`config.mk`:
```
export PLATFORM = sky130hd
export DESIGN_NAME = itof_pipe
export DESIGN_NICKNAME = d
export VERILOG_FILES = /design/src/rtl/fpu_pkg.sv /design/src/rtl/itof_pipe_lzc32.sv /design/src/rtl/itof_pipe.sv
export SDC_FILE = /design/constraint.sdc
export NUM_CORES = 1
export LEC_CHECK = 0
export CAP_MARGIN = 30
export CORE_UTILIZATION = 52
export DETAILED_ROUTE_END_ITERATION = 10
export PLACE_DENSITY = 0.75
export SLEW_MARGIN = 20
export SYNTH_ARGS = -nofsm -noshare
export SYNTH_HDL_FRONTEND = slang
export SYNTH_SLANG_ARGS = --single-unit
```
`constraint.sdc`:
```
create_clock -name clk -period 3.42 [get_ports clk]
set_input_delay 0.684 -clock clk [delete_from_list [all_inputs] [get_ports clk]]
set_output_delay 0.684 -clock clk [all_outputs]
set_load 0.02 [all_outputs]
```
`src/rtl/fpu_pkg.sv`:
```
// ----------------------------------------------------------------------------
// fpu_pkg
//   Shared single-precision format constants for the FPU conversion paths
//   (int->float and float->int), plus the stage payload types used by the
//   int->float pipeline and its round-to-nearest-even increment helper.
//
//   No ports (package).
// ----------------------------------------------------------------------------
package fpu_pkg;

    localparam int SGL_BIAS      = 127;
    localparam int SGL_EXP_W     = 8;
    localparam int SGL_MAN_W     = 23;
    localparam int INT_W         = 32;
    // Biased exponent of a value whose MSB sits at bit INT_W-1.
    localparam int ITOF_EXP_BASE = SGL_BIAS + INT_W - 1;

    // After S1: sign-magnitude form of the operand.
    typedef struct packed {
        logic             sign;
        logic             zero;
        logic [INT_W-1:0] mag;
    } itof_s1_t;

    // After S2: normalised magnitude. The leading one (bit INT_W-1) is
    // implicit and not stored; only the bits below it are kept.
    typedef struct packed {
        logic             sign;
        logic             zero;
        logic [4:0]       lz;
        logic [INT_W-2:0] n;
    } itof_s2_t;

    // Round-to-nearest-even increment: round up when above the halfway
    // point, or exactly halfway with an odd kept LSB.
    function automatic logic rne_inc(input logic lsb, input logic guard,
                                     input logic sticky);
        return guard & (sticky | lsb);
    endfunction

endpackage

```
`src/rtl/itof_pipe_lzc32.sv`:
```
// ----------------------------------------------------------------------------
// lzc32
//   Combinational 32-bit leading-zero counter used by the int->float
//   normaliser.
//
//   Ports:
//     a_i     in  32  operand
//     cnt_o   out 5   number of leading zeros (0..31); 0 when a_i is zero
//     zero_o  out 1   a_i is all zeros
// ----------------------------------------------------------------------------
module lzc32 (
    input  logic [31:0] a_i,
    output logic [4:0]  cnt_o,
    output logic        zero_o
);

    // Scan upward; the last set bit seen is the most significant one, so
    // its position wins.
    always_comb begin
        cnt_o = 5'd0;
        for (int i = 0; i < 32; i++) begin
            if (a_i[i]) begin
                cnt_o = 5'(31 - i);
            end
        end
    end

    assign zero_o = ~|a_i;

endmodule

```
`src/rtl/itof_pipe.sv`:
```
// ----------------------------------------------------------------------------
// itof_pipe
//   Three-stage pipelined 32-bit integer -> IEEE-754 single converter
//   (fcvt.s.w, and fcvt.s.wu when ITOF_UNSIGNED_EN is defined), rounding
//   round-to-nearest-even. An opaque tag travels alongside each operand.
//
//   Build option:
//     ITOF_UNSIGNED_EN  adds the 'uns' port; uns=1 converts x as unsigned.
//
//   Ports:
//     clk        in   1      clock, posedge
//     rstn       in   1      synchronous reset, active-low
//     in_valid   in   1      x/in_tag valid
//     in_ready   out  1      converter accepts input this cycle
//     x          in   32     integer operand
//     in_tag     in   TAG_W  tag for x
//     uns        in   1      (ITOF_UNSIGNED_EN only) treat x as unsigned
//     out_valid  out  1      y/out_tag valid
//     out_ready  in   1      consumer accepts y this cycle
//     y          out  32     single-precision result
//     out_tag    out  TAG_W  tag matching y
//
//   Handshake: a transfer happens on a posedge where valid & ready are both
//   high. The whole pipe moves together (adv = ~out_valid | out_ready); while
//   the output is held, every stage, y and out_tag are frozen and in_ready is
//   low. Bubbles are carried, not squeezed out.
// ----------------------------------------------------------------------------
module itof_pipe
    import fpu_pkg::*;
#(
    parameter int TAG_W = 5
) (
    input  logic             clk,
    input  logic             rstn,
    input  logic             in_valid,
    output logic             in_ready,
    input  logic [INT_W-1:0] x,
    input  logic [TAG_W-1:0] in_tag,
`ifdef ITOF_UNSIGNED_EN
    input  logic             uns,
`endif
    output logic             out_valid,
    input  logic             out_ready,
    output logic [31:0]      y,
    output logic [TAG_W-1:0] out_tag
);

    logic adv;

    // Stage valid bits and output registers (reset).
    logic             v1_q, v2_q, out_valid_q;
    logic [31:0]      y_q;
    logic [TAG_W-1:0] out_tag_q;

    // Stage payloads (no reset; qualified by the valid bits).
    itof_s1_t         s1_d, s1_q;
    itof_s2_t         s2_d, s2_q;
    logic [TAG_W-1:0] tag1_q, tag2_q;
    logic [31:0]      y_d;

    assign adv      = ~out_valid_q | out_ready;
    assign in_ready = adv;

    // ------------------------------------------------------------------
    // S1: sign-magnitude. -2^31 negates to itself, which is exactly the
    // magnitude 0x80000000 when read as unsigned.
    // ------------------------------------------------------------------
    logic neg;
`ifdef ITOF_UNSIGNED_EN
    assign neg = x[INT_W-1] & ~uns;
`else
    assign neg = x[INT_W-1];
`endif

    always_comb begin
        s1_d      = '0;
        s1_d.sign = neg;
        s1_d.zero = (x == '0);
        s1_d.mag  = neg ? -x : x;
    end

    // ------------------------------------------------------------------
    // S2: normalise so the leading one lands on bit 31.
    // ------------------------------------------------------------------
    logic [4:0] lz;
    logic       lzc_zero;

    lzc32 u_lzc (
        .a_i    (s1_q.mag),
        .cnt_o  (lz),
        .zero_o (lzc_zero)
    );

    always_comb begin
        s2_d      = '0;
        s2_d.sign = s1_q.sign;
        // Both flags flag the same condition; either forces a +0 result.
        s2_d.zero = s1_q.zero | lzc_zero;
        s2_d.lz   = lz;
        s2_d.n    = (INT_W-1)'(s1_q.mag << lz);
    end

    // ------------------------------------------------------------------
    // S3: round to 24 significant bits (RNE) and pack. A mantissa carry
    // out bumps the exponent; the low 23 sum bits are then already zero.
    // The largest magnitude (2^32-1, unsigned) rounds to exponent 159,
    // still well inside the 8-bit field, so no overflow case exists.
    // ------------------------------------------------------------------
    logic [SGL_MAN_W-1:0] mant;
    logic                 rnd;
    logic [SGL_MAN_W:0]   sum;
    logic [SGL_EXP_W-1:0] exp8;

    always_comb begin
        mant = s2_q.n[INT_W-2 -: SGL_MAN_W];
        rnd  = rne_inc(s2_q.n[INT_W-1-SGL_MAN_W],
                       s2_q.n[INT_W-2-SGL_MAN_W],
                       |s2_q.n[INT_W-3-SGL_MAN_W:0]);
        sum  = {1'b0, mant} + {{SGL_MAN_W{1'b0}}, rnd};
        exp8 = SGL_EXP_W'(ITOF_EXP_BASE) - {3'b000, s2_q.lz}
             + {{(SGL_EXP_W-1){1'b0}}, sum[SGL_MAN_W]};
        y_d  = s2_q.zero ? 32'h0000_0000
                         : {s2_q.sign, exp8, sum[SGL_MAN_W-1:0]};
    end

    // ------------------------------------------------------------------
    // Registers
    // ------------------------------------------------------------------
    always_ff @(posedge clk) begin
        if (!rstn) begin
            v1_q        <= 1'b0;
            v2_q        <= 1'b0;
            out_valid_q <= 1'b0;
            y_q         <= '0;
            out_tag_q   <= '0;
        end else if (adv) begin
            v1_q        <= in_valid;
            v2_q        <= v1_q;
            out_valid_q <= v2_q;
            y_q         <= y_d;
            out_tag_q   <= tag2_q;
        end
    end

    always_ff @(posedge clk) begin
        if (adv) begin
            s1_q   <= s1_d;
            tag1_q <= in_tag;
            s2_q   <= s2_d;
            tag2_q <= tag1_q;
        end
    end

    assign out_valid = out_valid_q;
    assign y         = y_q;
    assign out_tag   = out_tag_q;

endmodule

```
Yosys cells after proc, flatten, opt, wreduce, memory -nomap -nowiden. Index checks and enable logic that the tools add are counted.

Bits of input ports: 41. Register bits after elaboration: 122. Output and inout bits: 39.

Add/subtract/negate cells: 4. Reductions and logical operators: 4. Muxes and demuxes: 34. Bitwise logic cells: 5. Shifts and indexed selects: 1.

Operator list (count): $mux 5 (32); $logic_not 32->1 (1); $mux 32 (1); $neg 32->32 (1); $reduce_or 32->1 (1); $shl 32x5->31 (1); $mux 31 (1); $add 23x1->24 (1); $add 8x1->8 (1); $sub 8x5->8 const A (1); $reduce_or 7->1 (1); $or 1x1->1 (3); $and 1x1->1 (1); $logic_not 1->1 (1); $not 1->1 (1).

Depth between registers and ports, before layout.
Depth in word-level cells: 33. Depth in mapped cells: 13. Mapped depth without buffers: 11.

Cells and area by module. Synthesis repeated with hierarchy kept, for this count alone.

Cells, all modules: 704. Area total of the unflattened synthesis: 7071.8 µm².

By module, submodules not included: itof_pipe (times used 1, area an instance 6691.4 µm², seq. area each 3263.1 µm², cells each 635); lzc32 (times used 1, area an instance 380.4 µm², seq. area each 0.0 µm², cells each 69).

Least setup slack after synthesis. Ideal clock, no wire load.

Path type: input port to flip-flop. From: input out_ready. To: register s2_q, in the netlist mant[0], enable pin. Stages: 3. Data arrival time: 2859 ps. Path slack: -406 ps. Setup time: 968 ps. Required time: 2452 ps. Cells stage by stage: nor2b_1 > clkbuf_1 > clkinv_1.

Word-level cells in the longest chain between the ends: 1.

RTL lines: start, declared (line itof_pipe.sv:43) `input logic out_ready,`; $or 1x1->1 (line itof_pipe.sv:61) `assign adv = ~out_valid_q | out_ready;`; named net in_ready (line itof_pipe.sv:36) `output logic in_ready,`; end signal, assigned (line itof_pipe.sv:149) `s2_q <= s2_d;`; end, declared (line itof_pipe.sv:57) `itof_s2_t s2_d, s2_q;`.

The timed path passes the listed nets, and every way through them passes these cells. A chain may end at the register's enable or synchronous reset.

==> impl_metrics.json <==
{
  "status": "finished, violations left",
  "violations": "negative setup slack",
  "syn_inst": 714,
  "layoutNonFillerInstCount": 1023,
  "cts.root.buffer_cell": "clkbuf_16",
  "hold_viol": 0,
  "clock-sinks": 122,
  "coreArea_mm2": 0.01335,
  "die-height_um": 119.3,
  "antenna_left": 0,
  "viasPerCell": 6.054,
  "synth_edf_count": 82,
  "numCtsBuffers": 17,
  "cpPeakStageDelay_ns": 0.56,
  "yosys_warnings": 0,
  "worst_pin_slew_ns": 0.6821,
  "cts_tree": "done",
  "finalSetupViolations": 1,
  "cts_buffer_depth": 2,
  "grt_use_total_pct": 27.13,
  "io_pins": 80,
  "r2r_start": "s1_q[28]",
  "post_dp_cell_area_mm2": 0.008507,
  "hpwl_um": 13830,
  "routed_wl_um": 18600,
  "rr_endpoint": "mant[21]",
  "slew_headroom_pct": 54.11,
  "min_period_ns": 3.455,
  "clock.fmax_ghz": 0.2894,
  "power.total_w": 0.005323,
  "nFillCells": 1001,
  "ys_dominant_reg_cell": "edfxtp_1",
  "register_area_mm2": 0.003263,
  "vdd_drop_max_mv": 0.3478,
  "cts_hold_buffers": 0,
  "rsz0062_at_grt": "yes",
  "start_util_pct": 53.59,
  "grt_pass1_vias": 5918,
  "vias": 6193,
  "htreeDepth": 4,
  "placed_cells": 987,
  "cp.arrival_ns": 3.62,
  "hold_ws_ns": 0.4106,
  "holdCritPathClass": "reg -> reg",
  "drt-initial-drc-count": 434,
  "grt_pass1_wl_um": 29890,
  "grt_max_degree": 92,
  "grt_util_met2_pct": 49.16,
  "clk-insertion-delay-late_ns": 0.42,
  "whs_endpoint": "tag2_q[1]",
  "syn_nets": 759,
  "fin_ws_ns": -0.03490,
  "crit_type": "in -> reg",
  "die_w_um": 119.3,
  "critPathSlowestCell": "or4_4",
  "start_kind": "primary input",
  "fin_area_mm2": 0.009211,
  "drc_errors": 0,
  "yosysTopAreaCell": "edfxtp_1",
  "rows": 42,
  "antenna_cells": 0,
  "synth.most_common_cell": "edfxtp_1",
  "slew_viol_final": 0,
  "synth_area_per_cell_um2": 10.02,
  "crit_path_max_fanout": 3,
  "skew_ns": 0.01053,
  "clk_pin_slew_ns": 0.06,
  "synth_area_mm2": 0.007153,
  "port_buffers": 79,
  "reg2reg_depth": 10,
  "synth_seq_area_share_pct": 45.62,
  "end_kind": "register",
  "rrSetupSlack_ns": 0.15,
  "use_met1_pct": 31.19,
  "ys_ff_latch": 122,
  "p_per_area_mw_per_mm2": 577.9,
  "gr-usage-met3_pct": 3.879,
  "synthArstFlopShare_pct": 0,
  "grt_overflow_total": 0,
  "netlist_top_cells_area": "edfxtp_1, dfxtp_1, xnor2_1",
  "busiest_layer": "met2",
  "syn_to_final_growth_pct": 28.77,
  "min-delay-start": "tag1_q[1]",
  "cap_violations": 0,
  "crit_path_cell_trace": "buf_6, or4_4, or2_4, or3_4, or4_4, or3_4, or2_4, o41ai_4, xnor2_1",
  "synth_common_cells": "edfxtp_1, nand2_1, xnor2_1",
  "gp_congestion": 0.8976,
  "cp.required_ns": 3.59,
  "multi_input_area_mm2": 0.003735,
  "leakagePower_nw": 3.547,
  "yosys.area.top_type_share_pct": 34.42,
  "drive_gt1_share_pct": 15.23,
  "hold_depth": 0,
  "nNetsFinal": 879,
  "die-area_mm2": 0.01423,
  "antenna_found_initial": 0,
  "dr.pass1.iters": 6,
  "yosysUniqueCellTypes": 74,
  "avgRoutedWirePerCell_um": 18.18,
  "layout_worst_path_cycle_share_pct": 101.0
}
[per-stage QoR]
stage,utilization [%],setup slack (ns),TNS (ns)
finish,69.01,-0.03490,-0.03490
global placement,63.73,-0.4469,-3.033
floorplan,-,0.02236,0
global route,69.01,-0.08805,-0.08805
detailed placement,63.73,-0.5199,-3.992
CTS,67.94,-0.05234,-0.05234
[cell type report]
| class | instances | area share (%) |
|---|---|---|
| Clock buffer | 18 | 4.659 |
| Clock inverter | 14 | 1.399 |
| Inverter | 22 | 0.9101 |
| Multi-Input combinational cell | 529 | 40.55 |
| Sequential cell | 122 | 35.43 |
| Tap cell | 176 | 2.391 |
| Timing Repair Buffer | 142 | 14.67 |
[what timing repair did]
action | in CTS | in global routing
hold endpoints to repair | 0 | 0
pin swaps | 2 | 10
setup buffers | 0 | 1
resized for setup | 1 | 27
setup endpoints to repair | 4 | 26
[placed cells by master (no fill, tap or decap), drive strengths merged, types with 6 or more instances in the layout]
cell type,count
o211ai,13
o21ai,29
nor4,14
dfxtp,40
and3,10
edfxtp,82
or3,9
nand3,19
o22ai,8
a221oi,8
a211oi,18
buf,64
inv,22
mux2i,18
o31ai,9
clkbuf,20
xor2,12
nor3,21
nor2b,34
nor2,37
clkdlybuf4s50,70
or4,9
or2,6
dlymetal6s2s,6
a22oi,28
a21oi,26
and2,7
nand2,47
a21boi,12
nand2b,10
xnor2,41
clkinv,9
[where the power goes]
group | internal, W | switching (W)
clock network | 0.00106 | 0.000637
registers | 0.00188 | 0.000213
logic | 0.000728 | 0.000810
[critical path, delay by kind of cell]
kind                      cells  cell delay [ns]
AOI/OAI and AO/OA             1             0.36
and+or+nand+nor               6             2.39
xor gates and xnor gates      1             0.11
buffers and inverters         1             0.09
[kinds of logic (layout without fill, tap and decap cells)]
logic type / count (synthesis) / after routing / synth area share, %
adder cells (fa/ha/maj): 4 / 4 / 0.6997
AO/OA/AOI/OAI: 206 / 206 / 21.08
flip-flops: 122 / 122 / 45.62
multiplexers: 25 / 25 / 4.408
XOR/XNOR: 53 / 53 / 6.489
buffers and inverters: 63 / 196 / 3.376
AND/OR/NAND/NOR: 241 / 241 / 18.33
[worst max-delay path by stage]
stage | start | to | slack, ns | cells after the start
CTS | x[9] | s1_q[29] | -0.05 | 9
finish | x[8] | s1_q[29] | -0.03 | 9
global route | x[4] | s1_q[29] | -0.09 | 9
global placement | x[9] | s1_q[29] | -0.45 | 9
detailed placement | x[9] | s1_q[29] | -0.52 | 9
floorplan | x[9] | s1_q[29] | 0.02 | 8
[sequential cells by signal, indices dropped and copies added, names as in the netlist]
register,cells
tag1_q,5
s2_q,15
mant,23
out_tag,5
v2_q,1
out_valid,1
y,32
tag2_q,5
v1_q,1
s1_q,34
[metal layers]
metal | up-vias | wire length, µm
met5 | - | 0
met4 | 0 | 566
met3 | 38 | 692
met2 | 222 | 9767
met1 | 2943 | 7572
li1 | 2990 | -
Power figures use the tool's default switching activity.
